## src/rtl/apb3_completer_pkg.sv

```systemverilog
// Shared types and constants for the APB3 register-bank completer.
package apb3_completer_pkg;

  typedef enum logic {
    ST_IDLE   = 1'b0,
    ST_ACCESS = 1'b1
  } state_e;

  localparam logic [31:0] ID_VALUE_DEFAULT = 32'hA9B3_0001;
  localparam int          WAIT_W           = 4;

endpackage

```

## src/rtl/apb3_regfile.sv

```systemverilog
// Register storage: one write port, one combinational read port; index 0 is a constant ID.
// Writes land on the clock edge; reads settle in the same cycle. Writes to index 0 are dropped.
module apb3_regfile import apb3_completer_pkg::*; #(
  parameter int                   RegCount  = 16,
  parameter int                   DataWidth = 32,
  parameter logic [DataWidth-1:0] IdValue   = ID_VALUE_DEFAULT,
  localparam int                  IdxW      = $clog2(RegCount)
) (
  input  logic                 pclk,
  input  logic                 presetn,
  input  logic                 wr_en,
  input  logic [IdxW-1:0]      wr_idx,
  input  logic [DataWidth-1:0] wr_data,
  input  logic [IdxW-1:0]      rd_idx,
  output logic [DataWidth-1:0] rd_data
);

  logic [DataWidth-1:0] regs_q [RegCount];
  logic [DataWidth-1:0] regs_d [RegCount];

  always_comb begin
    regs_d = regs_q;
    if (wr_en && (wr_idx != '0)) begin
      regs_d[wr_idx] = wr_data;
    end
  end

  always_ff @(posedge pclk or negedge presetn) begin
    if (!presetn) begin
      for (int i = 0; i < RegCount; i++) begin
        regs_q[i] <= '0;
      end
    end else begin
      regs_q <= regs_d;
    end
  end

  assign rd_data = (rd_idx == '0) ? IdValue : regs_q[rd_idx];

endmodule

```

## src/rtl/apb3_completer_regs.sv

```systemverilog
// APB3 completer over a register bank; response after WaitStates stalled access cycles.
// pready is held low while the wait counter drains; dropping pselx mid-access abandons the transfer.
module apb3_completer_regs import apb3_completer_pkg::*; #(
  parameter int                   AddressWidth = 20,
  parameter int                   DataWidth    = 32,
  parameter int                   RegCount     = 16,
  parameter int                   WaitStates   = 1,
  parameter logic [DataWidth-1:0] IdValue      = ID_VALUE_DEFAULT
) (
  input  logic                    pclk,
  input  logic                    presetn,
  input  logic [AddressWidth-1:0] paddr,
  input  logic                    pselx,
  input  logic                    penable,
  input  logic                    pwrite,
  input  logic [DataWidth-1:0]    pwdata,
  output logic [DataWidth-1:0]    prdata,
  output logic                    pready,
  output logic                    pslverr
);

  localparam int IdxW = $clog2(RegCount);

  state_e            state_q, state_d;
  logic [WAIT_W-1:0] cnt_q, cnt_d;
  logic [IdxW-1:0]   idx_q, idx_d;
  logic              wr_q, wr_d;
  logic              err_q, err_d;

  logic                 setup;
  logic                 addr_err;
  logic                 complete;
  logic                 wr_en;
  logic [DataWidth-1:0] rd_data;

  assign setup    = pselx && !penable;
  // Any set bit above the index field means the word address is past the bank.
  assign addr_err = (paddr[1:0] != 2'b00) || (|(paddr >> (IdxW + 2)));
  assign pready   = (state_q == ST_ACCESS) && (cnt_q == '0);
  assign complete = pready && pselx && penable;
  assign wr_en    = complete && wr_q && !err_q;
  assign pslverr  = pready && err_q;
  assign prdata   = (pready && !wr_q && !err_q) ? rd_data : '0;

  always_comb begin
    state_d = state_q;
    cnt_d   = cnt_q;
    idx_d   = idx_q;
    wr_d    = wr_q;
    err_d   = err_q;
    case (state_q)
      ST_IDLE: begin
        if (setup) begin
          state_d = ST_ACCESS;
          cnt_d   = WAIT_W'(WaitStates);
          idx_d   = paddr[IdxW+1:2];
          wr_d    = pwrite;
          err_d   = addr_err || (pwrite && (paddr[IdxW+1:2] == '0));
        end
      end
      ST_ACCESS: begin
        if (!pselx || complete) begin
          state_d = ST_IDLE;
        end else if (cnt_q != '0) begin
          cnt_d = cnt_q - WAIT_W'(1);
        end
      end
      default: state_d = ST_IDLE;
    endcase
  end

  always_ff @(posedge pclk or negedge presetn) begin
    if (!presetn) begin
      state_q <= ST_IDLE;
      cnt_q   <= '0;
      idx_q   <= '0;
      wr_q    <= 1'b0;
      err_q   <= 1'b0;
    end else begin
      state_q <= state_d;
      cnt_q   <= cnt_d;
      idx_q   <= idx_d;
      wr_q    <= wr_d;
      err_q   <= err_d;
    end
  end

  apb3_regfile #(
    .RegCount (RegCount),
    .DataWidth(DataWidth),
    .IdValue  (IdValue)
  ) u_regfile (
    .pclk   (pclk),
    .presetn(presetn),
    .wr_en  (wr_en),
    .wr_idx (idx_q),
    .wr_data(pwdata),
    .rd_idx (idx_q),
    .rd_data(rd_data)
  );

endmodule

```

## config.mk

```make
export PLATFORM = sky130hd
export DESIGN_NAME = apb3_completer_regs
export DESIGN_NICKNAME = d
export VERILOG_FILES = /design/src/rtl/apb3_completer_pkg.sv /design/src/rtl/apb3_regfile.sv /design/src/rtl/apb3_completer_regs.sv
export SDC_FILE = /design/constraint.sdc
export NUM_CORES = 1
export LEC_CHECK = 0
export ABC_CLOCK_PERIOD_IN_PS = 2600
export CAP_MARGIN = 20
export CORE_AREA = 2 2 199 201
export DETAILED_ROUTE_END_ITERATION = 8
export DIE_AREA = 0 0 201 203
export GPL_ROUTABILITY_DRIVEN = 0
export PLACE_DENSITY = 0.78
export SLEW_MARGIN = 0
export SYNTH_ARGS = -nofsm -noshare
export SYNTH_HDL_FRONTEND = slang
export SYNTH_SLANG_ARGS = --single-unit
```

## constraint.sdc

```tcl
create_clock -name pclk -period 2.6 [get_ports pclk]
set_input_delay 0.26 -clock pclk [delete_from_list [all_inputs] [get_ports pclk]]
set_output_delay 0.26 -clock pclk [all_outputs]
set_load 0.02 [all_outputs]
```

======== Yosys cells after proc, flatten, opt, wreduce, memory -nomap -nowiden ========
Index checks and enable logic that the tools add are counted.
word-level totals
  bits in registers ....................... 523
  input bits .............................. 57
  output and inout port bits .............. 34
  word-level logic and storage cells ...... 72
operators by class
  $add $sub $neg .......................... 1
  order comparisons ....................... 2
  eq/ne operators ......................... 3
  multiplexer cells ....................... 15
  bitwise operators ....................... 2
  reductions and logical operators ........ 28
operator list
  cell                 count
  $bwmux 512           1
  $mux 32              5
  $bmux 32 s4          1
  $demux 32 s4         1
  $reduce_or 14->1     1
  $logic_and 1x1->1    12
  $logic_not 4->1      3
  $mux 4               3
  $pmux 4 s2           1
  $reduce_bool 4->1    2
  $ge 5x5->1 const B   1
  $lt 5x1->1 const B   1
  $not 4->5            1
  $logic_not 1->1      4
  $ne 2x2->1 const B   2
  $sub 4x1->4 const B  1
  $logic_or 1x1->1     3
  $reduce_and 3->1     1
  $mux 1               2
  $ne 2x1->1 const B   1
  $pmux 1 s2           1
  $reduce_and 2->1     1
  $reduce_bool 2->1    1
  $not 1->1            1

======== Depth between registers and ports, before layout ========
  word-level depth ........................ 7
  mapped depth ............................ 8
  depth with buffers taken out ............ 6

======== Cells and area by module ========
A second synthesis with hierarchy kept.
second synthesis, totals
  cell total of the unflattened synthesis .. 1551
  area, all modules ....................... 23402.4 um^2
modules (own cells, without submodules)
  module               times used  cells an instance  area each (um^2)  sequential area each (um^2)
  apb3_regfile         1           1462               22597.9           12562.0
  apb3_completer_regs  1           89                 804.5             275.3

======== Least setup slack after synthesis ========
No wires, ideal clock.
  path type ............................... register -> register
  from .................................... register cnt_q[0]
  to ...................................... register u_regfile.regs_q[129] (netlist bit)
  setup time .............................. 0.125 ns
  arrival ................................. 1.968 ns
  data required time ...................... 2.475 ns
  path slack .............................. 0.507 ns
  cell stages (with the launch flop) ...... 9
  buffers on the path ..................... 2
  cell sequence ........................... dfrtp_1 > inv_1 > ha_1 > and4bb_1 > buf_2 > nand4_2 > nor2_2 > buf_2 > mux2_2
on the way
  longest elaborated chain between the ends .. 7
RTL lines
  element                         line                       RTL
  start, declared                 apb3_completer_regs.sv:25  logic [WAIT_W-1:0] cnt_q, cnt_d;
  start signal, assigned          apb3_completer_regs.sv:81  cnt_q <= cnt_d;
  $logic_not 4->1                 apb3_completer_regs.sv:39  assign pready = (state_q == ST_ACCESS) && (cnt_q == '0);
  $logic_and 1x1->1               apb3_completer_regs.sv:39
  net pready                      apb3_completer_regs.sv:18  output logic pready,
  $logic_and 1x1->1 (2 in a row)  apb3_completer_regs.sv:40  assign complete = pready && pselx && penable;
  $logic_and 1x1->1 (2 in a row)  apb3_completer_regs.sv:41  assign wr_en = complete && wr_q && !err_q;
  $logic_and 1x1->1               apb3_regfile.sv:23         if (wr_en && (wr_idx != '0)) begin
  end signal, assigned            apb3_regfile.sv:34         regs_q <= regs_d;
  end, declared                   apb3_regfile.sv:18         logic [DataWidth-1:0] regs_q [RegCount];
The timed path passes the listed nets, and every way through them passes these cells.
A chain may end at the register's enable or synchronous reset.

======== Final worst setup path ========
  from .................................... register idx_q[0]
  to ...................................... output prdata[28]
on the way
  longest elaborated chain between the ends .. 6
  elaborated cells between the ends (all ways) .. 7
  those cells by class .................... mux: 5; bitwise: 1; reduce/logical: 1
RTL lines
  element                                     line                       RTL
  start, declared                             apb3_completer_regs.sv:26  logic [IdxW-1:0] idx_q, idx_d;
  start signal, assigned                      apb3_completer_regs.sv:82  idx_q <= idx_d;
  $not 4->5 (implied by the code)             apb3_regfile.sv:38         assign rd_data = (rd_idx == '0) ? IdValue : regs_q[rd_idx];
  $bmux 32 s4                                 apb3_regfile.sv:38
  $mux 32 (implied by the code) (2 in a row)  apb3_regfile.sv:38
  $mux 32 *                                   apb3_regfile.sv:38
  $mux 32 *                                   apb3_completer_regs.sv:43  assign prdata = (pready && !wr_q && !err_q) ? rd_data : '0;
  end, declared                               apb3_completer_regs.sv:17  output logic [DataWidth-1:0] prdata,
Every way passes the cells marked *; elsewhere a longest branch is shown, timed or not. The select of a mux whose other input is x is not followed.

==> impl_results.md <==
* Slew headroom at between 50 and 60%
* Core Box Area at ~0.038 sq mm
* CP Launch Type: flop
* Sequential share of the synthesized area at 55.7%
* RSZ-0062 raised after global routing: true
* Power Density at a little under 700 mW/mm^2
* Top cells by area, synth: dfrtp_1 56%, mux2_2 20%, mux4_2 11%
* Critical Path Sink Type: primary output
* #FFs+latches synth at between 500 and 600
* Gate power share at between 10% and 20%
* Post-layout nets at roughly 1600
* Internal power at around 14 mW
* Fin. Hold Viols at 0
* Max Slew Vio Count at 0
* Status: finished, violations left
* Net switching power at 5.00 mW
* Vias at between 10000 and 15000
* Clk pwr share at between 30% and 40%
* Largest net degree at the start of global routing at approximately 120
* Dpl hpwl at 33.1 mm
* Reg clk slew, reported paths at 0.06 ns
* Failing checks: setup timing
* Port bufs at 90
* Ys Warns at 0
* Util after Layout at around 72%
* # fillers at approximately 2300
* Final TNS setup at -2.86 ns
* Die ar. at 0.0408 sq mm
* Share of cells above drive strength 1 at 52.8%
* Clock buffer depth at 3
* Overall routing resource usage at just under 30%
* Leakage at between 10 and 15 nW
* Clock Latency Late Sink at 0.60 ns
* Max-Cap Viols at 0
* Mapped Avg Cell Area at approximately 16 sq um
* Peak VDD IR at approximately 610 uV
* Initial Util at between 50% and 60%
* Highest clock rate at 0.361 GHz
* TritonCTS clock tree: done
* Sw frac at between 20% and 30%
* Mapped Area at about 0.023 sq mm
* Vias in the first global route at roughly 15000
* Total Power at roughly 19 mW
* CP Data Arrival Time at around 2.5 ns
* Root Buffer: clkbuf_16
* Top post-synthesis cells by count: 513 x dfrtp_1, 400 x mux2_2, 114 x mux4_2
* Number of flops mapped to enable cells by yosys at 0
* R2R depth at 7
* Final WL at 58.0 mm
* Area of the multi-input gates at 0.00997 sq mm
* Reg power frac at ~44%
* Count of clock tree sinks at ~510
* Yosys top cell by area: dfrtp_1
* Synth-to-Final Area Change at 20.5%
* Io pins at 91
* H-tree levels at 2
* Initial antenna violation count at 1
* Die height at 203 um
* Die X at about 200 um
* Fin crit share at 106%
* Clk_skew at 0.0169 ns
* Finish-stage setup viols at 31
* GRT overflow at 0
* Storage cell area at 0.0128 sq mm
* Minimum clock period at between 2 and 3 ns
* Antenna Nets Post-Route at 0
* CTS buffer count at between 50 and 60
* Wire per inst at between 20 and 30 um
* Top-count cell post-synth: dfrtp_1
* Main synth FF type: dfrtp_1
* Syn nets at between 1500 and 2000
* DRC at 0
* Post-synth top area share at a little under three fifths
* Worst hold path type: in -> async
* Req. time, crit path at approximately 2.3 ns
* Rows at 72
* Cell count after synthesis at between 1000 and 1500
* Post-layout worst setup margin at -0.167 ns
* DR vias/cell at between 6 and 7
* Critical path class: reg -> out
* First-pass GRT wire length at 90.3 mm
* Worst-Margin Slew at around 0.64 ns
* Drt first-iter violations at 891
* Post-synthesis async set-or-reset flop share at 100%
* Drt first pass iters at 5
* Yosys cell types at 38
* CP max FO at 9
repair_timing:
| action | CTS | global route |
|---|---|---|
| endpoints found under the setup margin | 33 | 33 |
| endpoints found under the hold margin | 460 | 0 |
| pin swaps | 45 | 36 |
| cloned | 8 | 3 |
| hold buffers | 1 | 0 |
| resized for setup | 234 | 57 |
| setup buffers | 25 | 10 |
power by group through the flow:
stage          Clock, mW  Sequential, mW  Combinational [mW]
5_1_grt             7.63            8.16                3.59
3_3_place_gp           0            8.32                2.59
4_1_cts             7.28            8.14                3.34
2_1_floorplan          0            8.24                1.44
6_report            7.19            8.16                3.39
3_5_place_dp           0            8.33                2.65
final timing paths:
kind                                            start               endpoint  slack, ns
worst max-delay path                         idx_q[0]             prdata[28]      -0.17
worst min-delay path                          presetn  u_regfile.regs_q[484]       0.12
worst min register to register  u_regfile.regs_q[482]  u_regfile.regs_q[482]       0.37
max in group asynchronous                     presetn               idx_q[1]       1.57
worst max register to register               idx_q[0]   u_regfile.regs_q[98]       0.15
min in group pclk                              pwrite                   wr_q       0.32
area by class of cell:
class | count | share of cell area, %
flip-flops and latches | 513 | 46.2
multi-input cells | 808 | 35.9
repair buffers | 215 | 9.63
clock buffers | 80 | 5.46
well taps | 518 | 2.33
clock inverters | 13 | 0.387
inverters | 2 | 0.0270
diodes | 1 | 0.00901
registers in the layout, summed over array words and instances (netlist names):
register	count
cnt_q	4
err_q	1
idx_q	4
state_q	1
u_regfile.regs_q	502
wr_q	1
critical path: stages, from the launching register on:
cell,delay [ns]
dfrtp_4,0.46
buf_6,0.15
buf_12,0.15
buf_4,0.12
mux4_2,0.51
a22oi_2,0.26
a21oi_4,0.11
buf_6,0.14
metrics by stage:
step / hold slack, ns / std cells / area [sq um] / setup WS, ns
floorplan: -0.0356 / 1475 / 23000 / 0.507
global placement: 0.138 / 2018 / 25200 / 0.0232
detailed placement: 0.140 / 2018 / 25200 / -0.00861
CTS: 0.116 / 2144 / 27600 / -0.184
global route: 0.119 / 2150 / 27800 / -0.233
finish: 0.123 / 2150 / 27800 / -0.167
metal layers:
metal	share of wire [%]	up-vias	global-route usage, %
met3	4.5	126	4.85
met2	50	387	48.1
met1	42	7346	39.6
met4	3.1	0	11.0
met5	0	-	0
li1	-	5736	-
cell families after synthesis:
logic type	synth area share [%]
xor gates and xnor gates	0.0760
AOI/OAI and AO/OA	3.19
muxes	35.6
buffers and inverters	3.27
and+or+nand+nor	2.08
adders and majority gates	0.0543
DFF	55.7
cells in the final DEF, fill, tap and decap left out, drive strengths merged, types with 5 or more instances in the layout:
cell / synthesis / routed
buf: 76 / 151
clkdlybuf4s50: 0 / 56
dfrtp: 513 / 513
clkinv: 0 / 10
nor2: 29 / 29
a21oi: 43 / 43
mux2i: 18 / 18
nor3b: 8 / 8
mux2: 485 / 485
a22oi: 60 / 60
mux4: 114 / 114
clkbuf: 76 / 83
nor3: 5 / 5
nor4: 5 / 5
nand2: 5 / 5
Note: power is estimated with default switching activity, not from simulation.
